<file path="src/rtl/vga_timing_pkg.sv">
// Default 640x480@60 raster constants and the zone encoding shared by the axis counters.
// No logic; no latency or flow control.
package vga_timing_pkg;

    localparam int DEF_H_ACTIVE = 640;
    localparam int DEF_H_FP     = 16;
    localparam int DEF_H_SYNC   = 96;
    localparam int DEF_H_BP     = 48;
    localparam int DEF_V_ACTIVE = 480;
    localparam int DEF_V_FP     = 10;
    localparam int DEF_V_SYNC   = 2;
    localparam int DEF_V_BP     = 33;
    localparam int DEF_CW       = 12;

    typedef enum logic [1:0] {
        ZONE_ACTIVE = 2'd0,
        ZONE_FP     = 2'd1,
        ZONE_SYNC   = 2'd2,
        ZONE_BP     = 2'd3
    } vga_zone_e;

    // True when a counter of width cw can hold total-1.
    function automatic bit fits_cw(input int total, input int cw);
        return (cw > 0) && (cw < 31) && ((total - 1) < (1 << cw));
    endfunction

endpackage

</file>
<file path="src/rtl/vga_timing_gen_if.sv">
// Raster timing bundle: pixel-advance enable in, registered sync/DE/coordinates/strobes out.
// Pure wiring; the enable is the only flow control and simply stalls the raster.
interface vga_timing_gen_if #(
    parameter int CW = 12
);
    logic          i_Enable;
    logic          o_HSync;
    logic          o_VSync;
    logic          o_Active;
    logic [CW-1:0] o_HPos;
    logic [CW-1:0] o_VPos;
    logic          o_LineStart;
    logic          o_FrameStart;

    modport master (
        input  i_Enable,
        output o_HSync, o_VSync, o_Active, o_HPos, o_VPos, o_LineStart, o_FrameStart
    );

    modport slave (
        output i_Enable,
        input  o_HSync, o_VSync, o_Active, o_HPos, o_VPos, o_LineStart, o_FrameStart
    );
endinterface

</file>
<file path="src/rtl/vga_axis_counter.sv">
// One raster axis: wrapping position counter with combinational zone decode and wrap flag.
// Count updates one cycle after i_Step; o_Wrap/zone describe the current count.
module vga_axis_counter
    import vga_timing_pkg::*;
#(
    parameter int ACTIVE = DEF_H_ACTIVE,
    parameter int FP     = DEF_H_FP,
    parameter int SYNC   = DEF_H_SYNC,
    parameter int BP     = DEF_H_BP,
    parameter int CW     = DEF_CW
) (
    input  logic          i_Clk,
    input  logic          i_Reset,
    input  logic          i_Step,
    output logic [CW-1:0] count,
    output logic          o_Wrap,
    output vga_zone_e     zone
);
    localparam int TOTAL = ACTIVE + FP + SYNC + BP;

    localparam logic [CW-1:0] LAST       = CW'(TOTAL - 1);
    localparam logic [CW-1:0] FP_START   = CW'(ACTIVE);
    localparam logic [CW-1:0] SYNC_START = CW'(ACTIVE + FP);
    localparam logic [CW-1:0] BP_START   = CW'(ACTIVE + FP + SYNC);

    assign o_Wrap = (count == LAST);

    always_ff @(posedge i_Clk) begin
        if (i_Reset) begin
            count <= '0;
        end else if (i_Step) begin
            count <= o_Wrap ? '0 : count + CW'(1);
        end
    end

    always_comb begin
        zone = ZONE_BP;
        if (count < FP_START) begin
            zone = ZONE_ACTIVE;
        end else if (count < SYNC_START) begin
            zone = ZONE_FP;
        end else if (count < BP_START) begin
            zone = ZONE_SYNC;
        end
    end

endmodule

</file>
<file path="src/rtl/vga_timing_gen.sv">
// Parametrised VGA raster generator: H/V axis counters plus one output register stage.
// Outputs describe the (h,v) sampled on the same enable edge; i_Enable low freezes everything.
module vga_timing_gen
    import vga_timing_pkg::*;
#(
    parameter int   H_ACTIVE   = DEF_H_ACTIVE,
    parameter int   H_FP       = DEF_H_FP,
    parameter int   H_SYNC     = DEF_H_SYNC,
    parameter int   H_BP       = DEF_H_BP,
    parameter int   V_ACTIVE   = DEF_V_ACTIVE,
    parameter int   V_FP       = DEF_V_FP,
    parameter int   V_SYNC     = DEF_V_SYNC,
    parameter int   V_BP       = DEF_V_BP,
    parameter logic H_SYNC_POL = 1'b0,
    parameter logic V_SYNC_POL = 1'b0,
    parameter int   CW         = DEF_CW
) (
    input  logic             i_Clk,
    input  logic             i_Reset,
    vga_timing_gen_if.master vga
);
    localparam int H_TOTAL = H_ACTIVE + H_FP + H_SYNC + H_BP;
    localparam int V_TOTAL = V_ACTIVE + V_FP + V_SYNC + V_BP;

    if (H_ACTIVE <= 0 || H_FP <= 0 || H_SYNC <= 0 || H_BP <= 0 ||
        V_ACTIVE <= 0 || V_FP <= 0 || V_SYNC <= 0 || V_BP <= 0) begin : g_bad_zone
        $fatal(1, "vga_timing_gen: every active/porch/sync parameter must be non-zero");
    end

    if (!fits_cw(H_TOTAL, CW) || !fits_cw(V_TOTAL, CW)) begin : g_bad_cw
        $fatal(1, "vga_timing_gen: CW too small for H_TOTAL-1 or V_TOTAL-1");
    end

    logic [CW-1:0] h_count;
    logic [CW-1:0] v_count;
    logic          h_wrap;
    logic          v_wrap;
    vga_zone_e     h_zone;
    vga_zone_e     v_zone;
    logic          v_step;

    assign v_step = h_wrap & vga.i_Enable;

    vga_axis_counter #(
        .ACTIVE(H_ACTIVE), .FP(H_FP), .SYNC(H_SYNC), .BP(H_BP), .CW(CW)
    ) u_h_axis (
        .i_Clk   (i_Clk),
        .i_Reset (i_Reset),
        .i_Step  (vga.i_Enable),
        .count   (h_count),
        .o_Wrap  (h_wrap),
        .zone    (h_zone)
    );

    vga_axis_counter #(
        .ACTIVE(V_ACTIVE), .FP(V_FP), .SYNC(V_SYNC), .BP(V_BP), .CW(CW)
    ) u_v_axis (
        .i_Clk   (i_Clk),
        .i_Reset (i_Reset),
        .i_Step  (v_step),
        .count   (v_count),
        .o_Wrap  (v_wrap),
        .zone    (v_zone)
    );

    // Output stage samples the same (h,v) the counters step away from, so all outputs stay aligned.
    always_ff @(posedge i_Clk) begin
        if (i_Reset) begin
            vga.o_HSync      <= ~H_SYNC_POL;
            vga.o_VSync      <= ~V_SYNC_POL;
            vga.o_Active     <= 1'b0;
            vga.o_HPos       <= '0;
            vga.o_VPos       <= '0;
            vga.o_LineStart  <= 1'b0;
            vga.o_FrameStart <= 1'b0;
        end else if (vga.i_Enable) begin
            vga.o_HSync      <= (h_zone == ZONE_SYNC) ? H_SYNC_POL : ~H_SYNC_POL;
            vga.o_VSync      <= (v_zone == ZONE_SYNC) ? V_SYNC_POL : ~V_SYNC_POL;
            vga.o_Active     <= (h_zone == ZONE_ACTIVE) && (v_zone == ZONE_ACTIVE);
            vga.o_HPos       <= h_count;
            vga.o_VPos       <= v_count;
            vga.o_LineStart  <= (h_count == '0);
            vga.o_FrameStart <= (h_count == '0) && (v_count == '0);
        end
    end

endmodule

</file>
<file path="src/flat_wrapper.sv">
// flat-port wrapper written by rule: the top's interface ports become plain ports
module vga_timing_gen_flat import vga_timing_pkg::*;
#(
    parameter int   H_ACTIVE   = DEF_H_ACTIVE,
    parameter int   H_FP       = DEF_H_FP,
    parameter int   H_SYNC     = DEF_H_SYNC,
    parameter int   H_BP       = DEF_H_BP,
    parameter int   V_ACTIVE   = DEF_V_ACTIVE,
    parameter int   V_FP       = DEF_V_FP,
    parameter int   V_SYNC     = DEF_V_SYNC,
    parameter int   V_BP       = DEF_V_BP,
    parameter logic H_SYNC_POL = 1'b0,
    parameter logic V_SYNC_POL = 1'b0,
    parameter int   CW         = DEF_CW
)
  (i_Clk, i_Reset, vga_i_Enable, vga_o_HSync, vga_o_VSync, vga_o_Active, vga_o_HPos, vga_o_VPos, vga_o_LineStart, vga_o_FrameStart);
  vga_timing_gen_if #(.CW(CW)) vga_i ();
  input  logic i_Clk;
  input  logic i_Reset;
  input wire logic [$bits(vga_i.i_Enable)-1:0] vga_i_Enable;
  output wire logic [$bits(vga_i.o_HSync)-1:0] vga_o_HSync;
  output wire logic [$bits(vga_i.o_VSync)-1:0] vga_o_VSync;
  output wire logic [$bits(vga_i.o_Active)-1:0] vga_o_Active;
  output wire logic [$bits(vga_i.o_HPos)-1:0] vga_o_HPos;
  output wire logic [$bits(vga_i.o_VPos)-1:0] vga_o_VPos;
  output wire logic [$bits(vga_i.o_LineStart)-1:0] vga_o_LineStart;
  output wire logic [$bits(vga_i.o_FrameStart)-1:0] vga_o_FrameStart;
  assign vga_i.i_Enable = vga_i_Enable;
  assign vga_o_HSync = vga_i.o_HSync;
  assign vga_o_VSync = vga_i.o_VSync;
  assign vga_o_Active = vga_i.o_Active;
  assign vga_o_HPos = vga_i.o_HPos;
  assign vga_o_VPos = vga_i.o_VPos;
  assign vga_o_LineStart = vga_i.o_LineStart;
  assign vga_o_FrameStart = vga_i.o_FrameStart;
  vga_timing_gen #(.H_ACTIVE(H_ACTIVE), .H_FP(H_FP), .H_SYNC(H_SYNC), .H_BP(H_BP), .V_ACTIVE(V_ACTIVE), .V_FP(V_FP), .V_SYNC(V_SYNC), .V_BP(V_BP), .H_SYNC_POL(H_SYNC_POL), .V_SYNC_POL(V_SYNC_POL), .CW(CW)) u_core (.i_Clk(i_Clk), .i_Reset(i_Reset), .vga(vga_i));
endmodule
</file>
<file path="config.mk">
export PLATFORM = sky130hd
export DESIGN_NAME = vga_timing_gen_flat
export DESIGN_NICKNAME = d
export VERILOG_FILES = /design/src/rtl/vga_timing_pkg.sv /design/src/rtl/vga_timing_gen_if.sv /design/src/rtl/vga_axis_counter.sv /design/src/rtl/vga_timing_gen.sv /design/src/flat_wrapper.sv
export SDC_FILE = /design/constraint.sdc
export NUM_CORES = 1
export LEC_CHECK = 0
export BUFFER_PORTS_ARGS = -buffer_cell sky130_fd_sc_hd__buf_2
export CAP_MARGIN = 30
export CORE_MARGIN = 2
export CORE_UTILIZATION = 30
export CTS_CLUSTER_DIAMETER = 30
export DETAILED_ROUTE_END_ITERATION = 10
export SYNTH_ARGS = -nofsm -noshare
export SYNTH_HDL_FRONTEND = slang
export SYNTH_HIERARCHICAL = 1
export SYNTH_SLANG_ARGS = --single-unit
</file>
<file path="constraint.sdc">
create_clock -name i_Clk -period 6.4 [get_ports i_Clk]
set_input_delay 1.28 -clock i_Clk [delete_from_list [all_inputs] [get_ports i_Clk]]
set_output_delay 1.28 -clock i_Clk [all_outputs]
set_load 0.05 [all_outputs]
</file>
Word-level counts from Yosys, hierarchy flattened
Index checks and enable logic that the tools add are counted.
W data, S select, Z words.
{"block": "op_classes", "n_eq_ne": 4, "mux": 10, "reduce_logical": 6, "n_bitwise": 1, "magnitude_cmp": 6, "n_addsub": 2}
{"cell": "$lt A12 B10 Y1 const B", "count": 3}
{"cell": "$lt A12 B9 Y1 const B", "count": 3}
{"cell": "$add A12 B1 Y12 const B", "count": 2}
{"cell": "$eq A12 B10 Y1 const B", "count": 2}
{"cell": "$logic_not A12 Y1", "count": 2}
{"cell": "$mux W12", "count": 2}
{"cell": "$mux W2", "count": 4}
{"cell": "$eq A2 B2 Y1 const B", "count": 2}
{"cell": "$logic_not A2 Y1", "count": 2}
{"cell": "$mux W1", "count": 4}
{"cell": "$logic_and A1 B1 Y1", "count": 2}
{"cell": "$and A1 B1 Y1", "count": 1}
{"block": "word_totals", "regBits": 53, "output_inout_bits": 29}

Depth between registers and ports, before layout
{"block": "depth", "depth_word": 6, "ltp_mapped": 10, "depth_no_buf": 9}

Hierarchy
Netlist, hierarchy kept.
{"mod": "vga_timing_gen", "cells_per_inst": 109, "area_per_inst_um2": 1103.6, "instances": 1, "seq_area_each_um2": 580.6}
{"mod": "vga_axis_counter at u_core.u_v_axis", "cells_per_inst": 71, "area_per_inst_um2": 638.1, "instances": 1, "seq_area_each_um2": 240.2}
{"mod": "vga_axis_counter at u_core.u_h_axis", "cells_per_inst": 71, "area_per_inst_um2": 615.6, "instances": 1, "seq_area_each_um2": 240.2}

Worst setup path after synthesis
No wires, ideal clock.
{"block": "synth_timing", "path_kind": "input-to-reg", "from": "input vga_i_Enable", "to": "register u_core.u_v_axis.count[11]", "setup_slack_ns": 3.864, "path_buffers": 3, "required_ns": 6.285, "setup_ns": 0.115, "stages": 8, "arrival_time_ns": 2.421, "cell_sequence": "buf_4 buf_4 and2_1 buf_2 nand3_1 nor4_2 xnor2_1 nor2_1"}
{"block": "synth_between", "elab_chain_len": 1}
{"item": "from (decl)", "line": "flat_wrapper.sv:20", "rtl": "input wire logic [$bits(vga_i.i_Enable)-1:0] vga_i_Enable;"}
{"item": "$and A1 B1 Y1", "line": "vga_timing_gen.sv:42", "rtl": "assign v_step = h_wrap & vga.i_Enable;"}
{"item": "net u_core.v_step", "line": "vga_timing_gen.sv:40", "rtl": "logic v_step;"}
{"item": "to (signal assigned)", "line": "vga_axis_counter.sv:32", "rtl": "count <= o_Wrap ? '0 : count + CW'(1);"}
{"item": "to (decl)", "line": "vga_axis_counter.sv:15", "rtl": "output logic [CW-1:0] count,"}
The timed path passes the listed nets, and every way through them passes these cells.
A chain may end at the register's enable or synchronous reset.

Final worst setup path
Ends and elaborated chain as after synthesis.

==> metrics.md <==
| Metric | Value |
|---|---|
| Outcome | finished, final reports clean |
| Critical Path End Type | register |
| Worst vdd ir | just over 0.08 mV |
| CTS root buf | clkbuf_8 |
| Most frequent cells after synthesis | nor2_1 (57), dfxtp_1 (53), mux2i_1 (27) |
| Top-count cell post-synth | nor2_1 |
| Number of port buffers | 31 |
| Max cap viols | 0 |
| Vias in the first global route | between 1500 and 2000 |
| Crit Path Max Fanout | 39 |
| Post-CTS Hold Buffers | 0 |
| Synth area leaders | dfxtp_1 (45%), mux2i_1 (11%), nor2_1 (9.1%) |
| Initial antenna violation count | 0 |
| Total Die Area | 0.00858 mm^2 |
| DRT Wirelength | between 4000 and 5000 um |
| First-pass GRT wire length | roughly 8200 um |
| Die Width | ~90 um |
| Detail Route Antenna Nets | 0 |
| Clock transition at path regs | 90 ps |
| Synth-to-Final Area Change | 14.3% |
| IO Count | 32 |
| Post-Syn Instances | ~250 |
| Post-synthesis cell area | around 0.0024 mm^2 |
| Vias | between 1500 and 2000 |
| Synth Flop Type | dfxtp_1 |
| Core ar. | 0.00769 mm^2 |
| Clock Skew | 6.66 ps |
| Clk_lat worst skew | 310 ps |
| Total CTS buffers | 5 |
| Worst Tran Pin Value | about 630 ps |
| YS warnings | 6 |
| Chip height | just over 90 um |
| RSZ-0062 raised after global routing | no |
| CP required | between 6000 and 7000 ps |
| Unique cell type count in the Yosys netlist | 39 |
| ANT cells | 0 |
| Area fraction in compound gates after synthesis | 0.0372 |
| HPWL after DPL | approximately 3300 um |
| Leakage power | roughly 1.1 nW |
| Final hold violations | 0 |
| Setup-violating endpoint count in the final report | 0 |
| Vias/cell | around 4.6 |
| Layout cells sized above 1 | 0.189 |
| Post-route DRC | 0 |
| Register area share after synthesis | 0.450 |
| Min Tclk post-route | 2720 ps |
| DRT iter0 DRCs | 141 |
| Yosys reg bits | 53 |
| CTS H-tree depth | 2 |
| Clock buffer depth | 2 |
| TritonRoute pass-1 iters | 4 |
| Post-synthesis simple-gate area fraction | 0.261 |
| Hold crit path type | register to register |
| Total power | ~0.0006 W |
| Row Count | 32 |
| Crit share post-route | 0.425 |
| CP Launch Type | input port |
| Detailed-route wire length per cell | between 10 and 15 um |
| CTS tree | done |
| Pwr per Cell Area | ~220 mW/mm^2 |
| Placer Congestion | 0.810 |
| Mean Syn Cell Area | ~9.4 um^2 |
| Async S/R FF share, synth | 0 |
| Initial Utilization | 0.307 |
| Number of synthesized flops with an enable pin | 0 |
| GRT Total Usage | 0.118 |
| Largest family of logic cells by synthesized area | simple AND/OR/NAND/NOR gates |
| Setup bufs post-CTS | 0 |
| Synth Area in XOR/XNOR | 0.0817 |
| Final Max Slew Viols | 0 |
| GR Overflow Total | 0 |
| Critical path arrival | around 2900 ps |
| Post-synth top area share | 0.450 |
| # fillers | 809 |
| Max-slew headroom | 0.583 |
| Pin count of the biggest net entering global routing | 40 |
| Area leader, netlist | dfxtp_1 |
| Nets | roughly 290 |
| Final setup TNS | 0 ps |
| Multiplexer share of the synthesized area | 0.115 |
| Fmax | about 0.37 GHz |
| Post-cts sizing count | 0 |
| R2R Setup Slk | about 3900 ps |
| CTS sink count | 53 |
| Adder-cell area share of the yosys netlist | 0.0159 |
| Kind of critical path | input port to register |
| Syn nets | 257 |
## worst paths after layout
check | startpoint | endpoint | depth (start not counted)
min reg2reg | u_core/vga.o_FrameStart | u_core/vga.o_FrameStart | 2
max | vga_i_Enable | u_core/u_v_axis/count[11] | 7
max reg2reg | u_core/u_h_axis/count[0] | u_core/u_v_axis/count[11] | 9
min | u_core/vga.o_FrameStart | u_core/vga.o_FrameStart | 2
## cells by family (layout without fill, tap and decap cells)
kind of cell    count (synthesis)  in the layout
mux                            27             27
xor+xnor                       22             22
fa+ha+maj                       3              3
compound gates                 13             13
simple gates                  116            116
buf+inv                        17             46
flops                          53             53
## registers in the layout, indices dropped and copies added (netlist names)
register / count
u_core/vga.o_VPos: 12
u_core/u_h_axis/count: 12
u_core/vga.o_FrameStart: 1
u_core/vga.o_Active: 1
u_core/vga.o_HPos: 12
u_core/u_v_axis/count: 12
u_core/vga.o_HSync: 1
u_core/vga.o_LineStart: 1
u_core/vga.o_VSync: 1
## power by group
group          switching [W]  internal (W)   total, W  leakage (nW)
Clock               0.000106      0.000128   0.000234        0.0585
Sequential        0.00000388      0.000333   0.000337         0.428
Combinational      0.0000237     0.0000110  0.0000347         0.596
## area by class of cell
cell class / count / area [um^2] / area share
clock buffer: 7 / 86.3 / 0.0320
multi-input combinational: 181 / 1200 / 0.447
tap: 102 / 128 / 0.0474
sequential: 53 / 1060 / 0.394
inverter: 6 / 22.5 / 0.00836
timing repair buffer: 32 / 163 / 0.0604
clock inverter: 1 / 30.0 / 0.0111
## per-stage QoR
stage	std cells	hold slack (ps)	utilization	worst slack, ps	instance area [um^2]
floorplan	251	482	-	3860	2360
finish	382	469	0.350	3680	2690
global placement	374	459	0.335	3420	2580
CTS	382	477	0.350	3690	2690
global route	382	526	0.350	3540	2690
detailed placement	374	461	0.335	3370	2580
## critical path, stage by stage
cell and delay [ps]:
buf_2 70, buf_4 460, and2_1 380, nand3_1 210, nor4_2 270, xnor2_1 150, nor2_1 60
## placed cells by master (no fill, tap or decap), types with 5 or more instances in the layout
cell type  instances
nor2_1            57
dfxtp_1           53
buf_2             31
mux2i_1           27
xnor2_1           16
nand2_1           11
nor3_1             9
clkbuf_8           6
nand4_1            6
nand3_1            6
inv_1              6
xor2_1             6
o21ai_0            5
## per-layer routing
metal | wire, um | part of all wire | up-vias | track usage
li1 | - | - | 910 | -
met1 | 2550 | 0.53 | 802 | 0.176
met2 | 2010 | 0.42 | 37 | 0.168
met3 | 142 | 0.030 | 5 | 0.0220
met4 | 73 | 0.015 | 0 | 0.0429
met5 | 0 | 0 | - | 0
Note: power is estimated with default switching activity, not from simulation.
